`config.mk`:
```
export PLATFORM = sky130hd
export DESIGN_NAME = regfile_rd2w1_flat
export DESIGN_NICKNAME = d
export VERILOG_FILES = /design/src/rtl/regfile_rd2w1_if.sv /design/src/rtl/regfile_rd2w1.sv /design/src/flat_wrapper.sv
export SDC_FILE = /design/constraint.sdc
export NUM_CORES = 1
export LEC_CHECK = 0
export CAP_MARGIN = 40
export CORE_UTILIZATION = 45
export CTS_CLUSTER_SIZE = 30
export DETAILED_ROUTE_END_ITERATION = 16
export GPL_ROUTABILITY_DRIVEN = 0
export PLACE_DENSITY = 0.75
export SLEW_MARGIN = 20
export SYNTH_ARGS = -nofsm -noshare
export SYNTH_HDL_FRONTEND = slang
export SYNTH_SLANG_ARGS = --single-unit
```
`constraint.sdc`:
```
create_clock -name clk -period 2.8 [get_ports clk]
set_input_delay 0.56 -clock clk [delete_from_list [all_inputs] [get_ports clk]]
set_output_delay 0.56 -clock clk [all_outputs]
set_load 0.05 [all_outputs]
```
`src/rtl/regfile_rd2w1_if.sv`:
```
// Bus bundle for the two-read / one-write register file: write port,
// two read ports and the clear-engine handshake.
interface regfile_rd2w1_if #(
    parameter int DATA_W = 8,
    parameter int ADDR_W = 3
);
    // Write port
    logic              we;
    logic [ADDR_W-1:0] waddr;
    logic [DATA_W-1:0] wdata;

    // Read port A
    logic              re_a;
    logic [ADDR_W-1:0] raddr_a;
    logic [DATA_W-1:0] rdata_a;
    logic              valid_a;

    // Read port B
    logic              re_b;
    logic [ADDR_W-1:0] raddr_b;
    logic [DATA_W-1:0] rdata_b;
    logic              valid_b;

    // Clear engine
    logic              clr_req;
    logic              busy;

    // Datapath side that issues reads, writes and clear requests
    modport master (
        output we, waddr, wdata,
        output re_a, raddr_a,
        output re_b, raddr_b,
        output clr_req,
        input  rdata_a, valid_a,
        input  rdata_b, valid_b,
        input  busy
    );

    // Register file side
    modport slave (
        input  we, waddr, wdata,
        input  re_a, raddr_a,
        input  re_b, raddr_b,
        input  clr_req,
        output rdata_a, valid_a,
        output rdata_b, valid_b,
        output busy
    );
endinterface

```
`src/rtl/regfile_rd2w1.sv`:
```
// TinyMIPS register file: NREG x DATA_W, one write port, two registered
// read ports with write-first bypass, register 0 hard-wired to zero, and a
// sequential clear engine that sweeps registers 1..NREG-1, one per cycle.
module regfile_rd2w1 #(
    parameter int DATA_W = 8,
    parameter int NREG   = 8,
    parameter int ADDR_W = 3
) (
    input  logic           clk,
    input  logic           rst,
    regfile_rd2w1_if.slave bus
);

    localparam logic [0:0]        ST_IDLE    = 1'b0;
    localparam logic [0:0]        ST_CLEAR   = 1'b1;
    localparam logic [ADDR_W-1:0] PTR_FIRST  = ADDR_W'(1);
    localparam logic [ADDR_W-1:0] PTR_LAST   = ADDR_W'(NREG - 1);
    localparam logic [ADDR_W:0]   NREG_WIDE  = (ADDR_W + 1)'(NREG);

    logic [DATA_W-1:0] mem_q [NREG];
    logic [DATA_W-1:0] mem_d [NREG];

    logic [0:0]        state_q, state_d;
    logic [ADDR_W-1:0] ptr_q, ptr_d;

    logic [DATA_W-1:0] rdata_a_q, rdata_a_d;
    logic              valid_a_q, valid_a_d;
    logic [DATA_W-1:0] rdata_b_q, rdata_b_d;
    logic              valid_b_q, valid_b_d;

    logic              clearing;
    logic              wr_accept;

    // Register 0 and out-of-range addresses are never stored or read back.
    function automatic logic addr_ok(input logic [ADDR_W-1:0] addr);
        return (addr != '0) && ({1'b0, addr} < NREG_WIDE);
    endfunction

    assign clearing  = (state_q == ST_CLEAR);
    assign wr_accept = bus.we && !clearing && addr_ok(bus.waddr);

    // Next storage contents and clear-engine state: the write and the sweep
    // are mutually exclusive because writes are dropped while clearing.
    always_comb begin
        // NOTE: every variable gets a default before any branch so this block
        // stays purely combinational and cannot infer a latch.
        mem_d   = mem_q;
        state_d = state_q;
        ptr_d   = ptr_q;

        if (wr_accept) begin
            mem_d[bus.waddr] = bus.wdata;
        end

        if (clearing) begin
            mem_d[ptr_q] = '0;
            if (ptr_q == PTR_LAST) begin
                state_d = ST_IDLE;
                ptr_d   = PTR_FIRST;
            end else begin
                ptr_d = ptr_q + ADDR_W'(1);
            end
        end else if (bus.clr_req) begin
            state_d = ST_CLEAR;
        end
    end

    // Read ports sample the post-edge contents, which gives write-first and
    // clear bypass for free; data holds when no request is made.
    always_comb begin
        rdata_a_d = rdata_a_q;
        valid_a_d = bus.re_a;
        rdata_b_d = rdata_b_q;
        valid_b_d = bus.re_b;

        if (bus.re_a) begin
            rdata_a_d = addr_ok(bus.raddr_a) ? mem_d[bus.raddr_a] : '0;
        end
        if (bus.re_b) begin
            rdata_b_d = addr_ok(bus.raddr_b) ? mem_d[bus.raddr_b] : '0;
        end
    end

    // Storage array; reset zeroes every register so a reset also aborts and
    // completes any clear in progress.
    always_ff @(posedge clk) begin
        // NOTE: the array is reset on purpose: architecturally every register
        // must read zero after reset, so it cannot be left as plain RAM.
        if (rst) begin
            for (int i = 0; i < NREG; i++) begin
                mem_q[i] <= '0;
            end
        end else begin
            for (int i = 0; i < NREG; i++) begin
                mem_q[i] <= mem_d[i];
            end
        end
    end

    // Clear-engine state and sweep pointer.
    always_ff @(posedge clk) begin
        // NOTE: sequential state uses non-blocking assignments so every
        // register samples the pre-edge values regardless of block order.
        if (rst) begin
            state_q <= ST_IDLE;
            ptr_q   <= PTR_FIRST;
        end else begin
            state_q <= state_d;
            ptr_q   <= ptr_d;
        end
    end

    // Registered read data and one-cycle valid strobes.
    always_ff @(posedge clk) begin
        if (rst) begin
            rdata_a_q <= '0;
            valid_a_q <= 1'b0;
            rdata_b_q <= '0;
            valid_b_q <= 1'b0;
        end else begin
            rdata_a_q <= rdata_a_d;
            valid_a_q <= valid_a_d;
            rdata_b_q <= rdata_b_d;
            valid_b_q <= valid_b_d;
        end
    end

    assign bus.rdata_a = rdata_a_q;
    assign bus.valid_a = valid_a_q;
    assign bus.rdata_b = rdata_b_q;
    assign bus.valid_b = valid_b_q;
    assign bus.busy    = clearing;

endmodule

```
`src/flat_wrapper.sv`:
```
// flat-port wrapper written by rule: the top's interface ports become plain ports
module regfile_rd2w1_flat 
#(
    parameter int DATA_W = 8,
    parameter int NREG   = 8,
    parameter int ADDR_W = 3
)
  (clk, rst, bus_we, bus_waddr, bus_wdata, bus_re_a, bus_raddr_a, bus_re_b, bus_raddr_b, bus_clr_req, bus_rdata_a, bus_valid_a, bus_rdata_b, bus_valid_b, bus_busy);
  regfile_rd2w1_if #(.DATA_W(DATA_W), .ADDR_W(ADDR_W)) bus_i ();
  input  logic clk;
  input  logic rst;
  input wire logic [$bits(bus_i.we)-1:0] bus_we;
  input wire logic [$bits(bus_i.waddr)-1:0] bus_waddr;
  input wire logic [$bits(bus_i.wdata)-1:0] bus_wdata;
  input wire logic [$bits(bus_i.re_a)-1:0] bus_re_a;
  input wire logic [$bits(bus_i.raddr_a)-1:0] bus_raddr_a;
  input wire logic [$bits(bus_i.re_b)-1:0] bus_re_b;
  input wire logic [$bits(bus_i.raddr_b)-1:0] bus_raddr_b;
  input wire logic [$bits(bus_i.clr_req)-1:0] bus_clr_req;
  output wire logic [$bits(bus_i.rdata_a)-1:0] bus_rdata_a;
  output wire logic [$bits(bus_i.valid_a)-1:0] bus_valid_a;
  output wire logic [$bits(bus_i.rdata_b)-1:0] bus_rdata_b;
  output wire logic [$bits(bus_i.valid_b)-1:0] bus_valid_b;
  output wire logic [$bits(bus_i.busy)-1:0] bus_busy;
  assign bus_i.we = bus_we;
  assign bus_i.waddr = bus_waddr;
  assign bus_i.wdata = bus_wdata;
  assign bus_i.re_a = bus_re_a;
  assign bus_i.raddr_a = bus_raddr_a;
  assign bus_i.re_b = bus_re_b;
  assign bus_i.raddr_b = bus_raddr_b;
  assign bus_i.clr_req = bus_clr_req;
  assign bus_rdata_a = bus_i.rdata_a;
  assign bus_valid_a = bus_i.valid_a;
  assign bus_rdata_b = bus_i.rdata_b;
  assign bus_valid_b = bus_i.valid_b;
  assign bus_busy = bus_i.busy;
  regfile_rd2w1 #(.DATA_W(DATA_W), .NREG(NREG), .ADDR_W(ADDR_W)) u_core (.clk(clk), .rst(rst), .bus(bus_i));
endmodule
```
==> out/metrics.cfg, run 1 <==
[power]
power.static_leakage_nw = 1.90
vdd_ir_drop_max_v = 0.000293
overall_power_mw = 2.76
power-per-cell-area_nw_per_um2 = 519

[timing]
worst_slew_margin_rel = 0.599
grt_setup_unrepaired = false
worstMarginPinSlew_ps = 602
finalHoldViolCount = 0
fin_worst_hold_slack_ps = 485
layout_worst_path_cycle_share = 0.907
layout_min_cycle_time_ps = 2540
timing.final.max_slew_violations = 0
report.final.setup_viol = 0
setup-tns-final_ps = 0
finalWorstSetupSlack_ps = 260
max_clock_freq_ghz = 0.394
post_route_clock_skew_ps = 8.51

[clocking]
holdBufCountCts = 0
cts_max_level = 3
cts_setup_buffers = 0
cts_inserted_buffers = 9
cts_repair_resize_count = 0
clock-root-buffer = sky130_fd_sc_hd__clkbuf_8
max-clock-path-buffers = 2
worstSkewPairLatency_ps = 360
clk_transition_reported_paths_ps = 80
cts_tree = done
clock-sinks = 78

[routing]
wl_per_cell_um = 20.7
route.detailed.drc = 0
wl_mm = 14.6
drt_pass1_iterations = 13
route.antenna.remaining_nets = 0
via_per_inst = 6.49
drt-initial-drc-count = 425
detailroute.via_count = 4582

[die]
die_height_um = 102
overall_die_area_um2 = 10300
num_rows = 35
placeableCoreArea_um2 = 9420
ios = 42
die_w_um = 102
floorplan.initialDensity = 0.473

[synth]
postSynth.asyncResetShare = 0
dominantRegCellSynth = sky130_fd_sc_hd__dfxtp_1
yosys_warnings = 0
ys_seq_elements = 78
synth_seq_area_share = 0.350
netlist_top_cells_area = sky130_fd_sc_hd__dfxtp_1, sky130_fd_sc_hd__a21oi_1, sky130_fd_sc_hd__nand3_1
synth_cells = 535
synth-edff-count = 0
syn-num-nets = 560
synth_area_um2 = 4460
top_cell_type_s_share_of_synthesized_area = 0.350
synthesis.area_per_instance_um2 = 8.33
synth.distinct_cells = 65
synth.largest_area_cell = sky130_fd_sc_hd__dfxtp_1

[critical_path]
end_kind = output pin
critical-path-slowest-cell = sky130_fd_sc_hd__clkdlybuf4s50_1
path_cells = clkdlybuf4s50_1
cp_max_fo = 17
setup.worst_path.class = reg2out
required_ps = 2240
r2r-end = u_core.bus.rdata_b[2]$_SDFFE_PP0P_
worst_r2r_startpoint = u_core.bus.busy$_SDFF_PP0_
timing.critical_path.buf_inv = 1
crit_path_start_kind = flip-flop
timing.critical_path.slowest_cell_delay_ps = 910
path_delay_family = buffers and inverters
ff2ff_path_depth = 7
regToRegSetupSlack_ps = 410
critical_path_arrival_ps = 1980

[placed_design]
post-dp-hpwl_mm = 10.6
dp_slack_ps = 24.8
io_buffers = 41

[layout]
nNetsFinal = 599
num-fill-cells = 869
layout.cells.most_common_list = sky130_fd_sc_hd__a21oi_1, sky130_fd_sc_hd__dfxtp_1, sky130_fd_sc_hd__clkdlybuf4s50_1
antennaDiodeCount = 0
drive_above_1_share = 0.142
ff_latch_area_um2 = 1560
multi_input_area_um2 = 2650
area_delta_synth_final_pct = 19.0
layout_commonest_cell = sky130_fd_sc_hd__a21oi_1

[global_route]
antenna_violations_before_repair = 0
pin_count_of_the_biggest_net_entering_global_routing = 21
first_global_vias = 4530
globalRoute.totalOverflow = 0
global_route_wire_length_before_repair_mm = 23.3
grt_util_all_layers = 0.301

[worst_hold_path]
hold_path_end = u_core.mem_q[25]$_SDFF_PP0_
min-delay-path-class = reg2reg
holdPathStages = 2
hold_path.startpoint = u_core.mem_q[25]$_SDFF_PP0_

[outcome]
status = completed

[flow_run]
drv.max_cap_violation_count = 0

==> worst register-to-register path, stage by stage (launching register included) <==
cell and delay [ps]:
sky130_fd_sc_hd__dfxtp_1 500, sky130_fd_sc_hd__buf_4 260, sky130_fd_sc_hd__nand2b_1 180, sky130_fd_sc_hd__buf_12 170, sky130_fd_sc_hd__o21ai_0 330, sky130_fd_sc_hd__a21oi_1 150, sky130_fd_sc_hd__o41ai_1 530, sky130_fd_sc_hd__a31oi_1 120
==> Yosys cell counts (6+ instances only) <==
cell / count
sky130_fd_sc_hd__a21o_1: 8
sky130_fd_sc_hd__o21ai_1: 6
sky130_fd_sc_hd__dfxtp_1: 78
sky130_fd_sc_hd__mux2i_1: 14
sky130_fd_sc_hd__and3_1: 6
sky130_fd_sc_hd__nand2b_1: 11
sky130_fd_sc_hd__nand3_1: 40
sky130_fd_sc_hd__o21ai_0: 20
sky130_fd_sc_hd__o21bai_1: 10
sky130_fd_sc_hd__a2111oi_0: 7
sky130_fd_sc_hd__mux2_2: 11
sky130_fd_sc_hd__nor2b_1: 19
sky130_fd_sc_hd__nor2_1: 39
sky130_fd_sc_hd__nand4_1: 7
sky130_fd_sc_hd__buf_2: 14
sky130_fd_sc_hd__clkbuf_1: 19
sky130_fd_sc_hd__a21oi_1: 86
sky130_fd_sc_hd__a21boi_0: 6
sky130_fd_sc_hd__a211oi_1: 8
sky130_fd_sc_hd__nand2_1: 17
==> per-layer routing <==
| layer | routed length (um) | global-route usage | part of all wire | vias to the layer above |
|---|---|---|---|---|
| li1 | - | - | - | 2066 |
| met1 | 5740 | 0.378 | 0.39 | 2159 |
| met2 | 6700 | 0.480 | 0.46 | 287 |
| met3 | 1580 | 0.0766 | 0.11 | 70 |
| met4 | 607 | 0.151 | 0.042 | 0 |
| met5 | 0 | 0 | 0 | - |
==> registers in the layout, indices dropped and copies added (netlist names) <==
name and flops:
u_core.bus.busy 1, u_core.bus.valid_a 1, u_core.mem_q 56, u_core.bus.rdata_a 8, u_core.bus.valid_b 1, u_core.bus.rdata_b 8, u_core.ptr_q 3
==> how the worst max path moves through the flow <==
stage,from,end,depth (start not counted)
after floorplan,u_core.bus.busy$_SDFF_PP0_,u_core.bus.rdata_a[7]$_SDFFE_PP0P_,6
after global placement,bus_waddr[2],u_core.bus.rdata_b[2]$_SDFFE_PP0P_,7
after detailed placement,bus_waddr[2],u_core.bus.rdata_b[2]$_SDFFE_PP0P_,7
after CTS,u_core.bus.busy$_SDFF_PP0_,bus_busy,1
after global routing,u_core.bus.busy$_SDFF_PP0_,bus_busy,1
final,u_core.bus.busy$_SDFF_PP0_,bus_busy,1
==> layout make-up <==
cell class / instances / share of cell area
clock buffers: 10 / 0.0259
multi-input cells: 409 / 0.499
clock inverters: 4 / 0.0226
repair buffers: 71 / 0.125
well taps: 129 / 0.0304
inverters: 5 / 0.00354
flip-flops and latches: 78 / 0.294
==> cell families after synthesis <==
logic type	after synthesis	share of synthesized area
and+or+nand+nor	179	0.229
AOI/OAI and AO/OA	202	0.297
buffers and inverters	48	0.0561
DFF	78	0.350
muxes	26	0.0626
adders and majority gates	2	0.00561
==> per-stage QoR <==
| step | instance area, um^2 | util | instances |
|---|---|---|---|
| final | 5310 | 0.563 | 706 |
| after global routing | 5310 | 0.563 | 706 |
| after CTS | 5310 | 0.563 | 706 |
| after detailed placement | 5050 | 0.536 | 692 |
| after global placement | 5050 | 0.536 | 692 |
| after floorplan | 4460 | - | 535 |
==> power breakdown <==
group          switching [mW]  internal (mW)
combinational           0.296          0.170
sequential             0.0323           1.14
clock                   0.421          0.697
Note: power is estimated with default switching activity, not from simulation.
==> inputs of run 2 (changes only) <==
Settings changed: ABC_CLOCK_PERIOD_IN_PS set to 2800.
==> results of run 2 <==
No change in the layout: final DEF, timing and power equal those of run 1.
==> inputs of run 3 (changes only) <==
Settings changed: PLACE_DENSITY 0.75 to 0.65.
==> out/metrics.cfg, run 3 (synthesis gave the netlist of run 1 again) <==
[clocking]
max-clock-path-buffers = 2  ; unchanged
holdBufCountCts = 0  ; unchanged
cts_setup_buffers = 0  ; unchanged
cts_inserted_buffers = 9  ; unchanged
clk_transition_reported_paths_ps = 90  ; about the same
clock-root-buffer = sky130_fd_sc_hd__clkbuf_8
cts_max_level = 3  ; unchanged
cts_tree = done
worstSkewPairLatency_ps = 350  ; about the same
clock-sinks = 78  ; unchanged
cts_repair_resize_count = 0  ; unchanged

[critical_path]
ff2ff_path_depth = 5  ; -2
required_ps = 3010  ; +770 ps
path_delay_family = compound AO/OA/AOI/OAI gates
timing.critical_path.slowest_cell_delay_ps = 710  ; -200 ps
path_cells = clkdlybuf4s50_1 > nand4bb_1 > nor2_2 > mux2_2 > a2111oi_0 > a211oi_1
setup.worst_path.class = in2reg
crit_cells = 6  ; +5
timing.critical_path.buf_inv = 1  ; unchanged
critical_path_arrival_ps = 2880  ; +900 ps
critical-path-slowest-cell = sky130_fd_sc_hd__a2111oi_0
regToRegSetupSlack_ps = 220  ; -190 ps
crit_path_start_kind = primary input
beginning_of_the_critical_path = bus_waddr[0]
worst_setup_path_endpoint = u_core.bus.rdata_b[4]$_SDFFE_PP0P_
cp_max_fo = 6  ; -11
r2r-end = u_core.bus.rdata_b[4]$_SDFFE_PP0P_
end_kind = flip-flop
worst_r2r_startpoint = u_core.bus.busy$_SDFF_PP0_

[die]
num_rows = 35  ; unchanged
overall_die_area_um2 = 10300  ; unchanged
ios = 42  ; unchanged
placeableCoreArea_um2 = 9420  ; unchanged
floorplan.initialDensity = 0.473  ; unchanged
die_w_um = 102  ; unchanged
die_height_um = 102  ; unchanged

[routing]
route.antenna.remaining_nets = 0  ; unchanged
detailroute.via_count = 4538  ; -0.96%
drt-initial-drc-count = 329  ; -23%
via_per_inst = 6.38  ; -1.7%
wl_per_cell_um = 20.8  ; +0.46%
drt_pass1_iterations = 7  ; -6
route.detailed.drc = 0  ; unchanged
wl_mm = 14.8  ; +1.2%

[worst_hold_path]
hold_path.startpoint = u_core.mem_q[15]$_SDFF_PP0_
min-delay-path-class = reg2reg

[global_route]
pin_count_of_the_biggest_net_entering_global_routing = 28  ; +33%
antenna_violations_before_repair = 0  ; unchanged
grt_util_all_layers = 0.297  ; -0.00418
first_global_vias = 4207  ; -7.1%
grt_use_met2 = 0.476  ; -0.00416
globalRouteMet1Util = 0.374  ; -0.00351
grtUsageMet3 = 0.0580  ; -0.0186
global_route_wire_length_before_repair_mm = 22.6  ; -2.9%
globalRoute.totalOverflow = 0  ; unchanged
layer_with_the_highest_usage_after_global_routing = met2

[timing]
max_clock_freq_ghz = 0.374  ; -5.0%
worstMarginPinSlew_ps = 789  ; +187 ps
timing.final.max_slew_violations = 0  ; unchanged
post_route_clock_skew_ps = 7.95  ; -0.562 ps
layout_worst_path_cycle_share = 0.955  ; +0.0480
finalWorstSetupSlack_ps = 126  ; -134 ps
finalHoldViolCount = 0  ; unchanged
grt_setup_unrepaired = false
layout_min_cycle_time_ps = 2670  ; +134 ps
report.final.setup_viol = 0  ; unchanged
worst_slew_margin_rel = 0.460  ; -0.138

[power]
power.static_leakage_nw = 1.89  ; -0.26%
power-per-cell-area_nw_per_um2 = 489  ; -5.8%
overall_power_mw = 2.59  ; -5.9%
share_seq_of_total_power = 0.452  ; +0.027
power.share.switching = 0.299  ; +0.0267
power.net_switching_mw = 0.775  ; +3.4%
vdd_ir_drop_max_v = 0.000274  ; -6.6%
clk_network_pwr_share = 0.365  ; -0.041
internal_power_mw = 1.82  ; -9.3%
power_frac_comb = 0.182  ; +0.013

[flow_run]
drv.max_cap_violation_count = 0  ; unchanged

[layout]
drive_above_1_share = 0.149  ; +0.00737
top_register = u_core.mem_q
antennaDiodeCount = 0  ; unchanged
area_delta_synth_final_pct = 19.0  ; about the same
largest_register_ff_count = 56  ; unchanged
final_core_util = 0.563  ; about the same
nNetsFinal = 602  ; +0.50%
layout_commonest_cell = sky130_fd_sc_hd__a21oi_1
layout.cells.most_common_list = sky130_fd_sc_hd__a21oi_1, sky130_fd_sc_hd__dfxtp_1, sky130_fd_sc_hd__clkdlybuf4s50_1

[placed_design]
io_buffers = 41  ; unchanged
dp_slack_ps = -191  ; -216 ps
post-dp-hpwl_mm = 11.0  ; +3.2%

[outcome]
status = completed

-- run 3: changes by cell type in the layout (fill, tap and decap cells not counted), sizes merged --
cell,before,now
bufinv,4,2
clkinvlp,0,2
inv,4,5
clkbuf,10,9
clkinv,1,3
buf,30,33
-- run 3: worst min-delay path by stage --
stage | endpoint | slack, ps | cells past startpoint
after floorplan | u_core.mem_q[15]$_SDFF_PP0_ | 460 | 2
final | u_core.mem_q[15]$_SDFF_PP0_ | 480 | 2
after global placement | u_core.mem_q[15]$_SDFF_PP0_ | 470 | 2
after CTS | u_core.mem_q[15]$_SDFF_PP0_ | 480 | 2
after detailed placement | u_core.mem_q[15]$_SDFF_PP0_ | 470 | 2
after global routing | u_core.mem_q[15]$_SDFF_PP0_ | 510 | 2
-- run 3: metal layers --
| metal | vias to the layer above | routed length [um] |
|---|---|---|
| met5 | - | 0 |
| met4 | 0 | 814 |
| met3 | 62 | 1170 |
| met2 | 257 | 6740 |
| met1 | 2123 | 6060 |
| li1 | 2096 | - |
-- run 3: area by class of cell --
class | instances | area, um^2
fillers | 890 | 4110
multi-input cells | 409 | 2650
flip-flops and latches | 78 | 1560
repair buffers | 74 | 696
well taps | 129 | 161
clock buffers | 9 | 124
clock inverters | 7 | 97.6
inverters | 5 | 18.8
-- run 3: stage by stage --
| stage | std cells | TNS [ps] | area [um^2] | hold WS (ps) |
|---|---|---|---|---|
| after CTS | 711 | 0 | 5300 | 484 |
| after global routing | 711 | 0 | 5300 | 507 |
| after detailed placement | 695 | -242 | 5080 | 472 |
| after global placement | 695 | -138 | 5080 | 468 |
| after floorplan | 535 | 0 | 4460 | 458 |
| final | 711 | 0 | 5300 | 481 |
-- run 3: worst register-to-register path: stages, from the launching register on --
cell and delay (ps):
sky130_fd_sc_hd__dfxtp_1 560, sky130_fd_sc_hd__nand4bb_1 360, sky130_fd_sc_hd__nor2_2 320, sky130_fd_sc_hd__mux2_2 410, sky130_fd_sc_hd__a2111oi_0 710, sky130_fd_sc_hd__a211oi_1 100
-- run 3: power groups by stage --
| stage | sequential [mW] | combinational [mW] | clock [mW] |
|---|---|---|---|
| after global routing | 1.18 | 0.499 | 1.01 |
| after detailed placement | 1.20 | 0.461 | 0 |
| after floorplan | 1.23 | 0.250 | 0 |
| after global placement | 1.20 | 0.457 | 0 |
| after CTS | 1.17 | 0.464 | 0.960 |
| final | 1.17 | 0.473 | 0.948 |
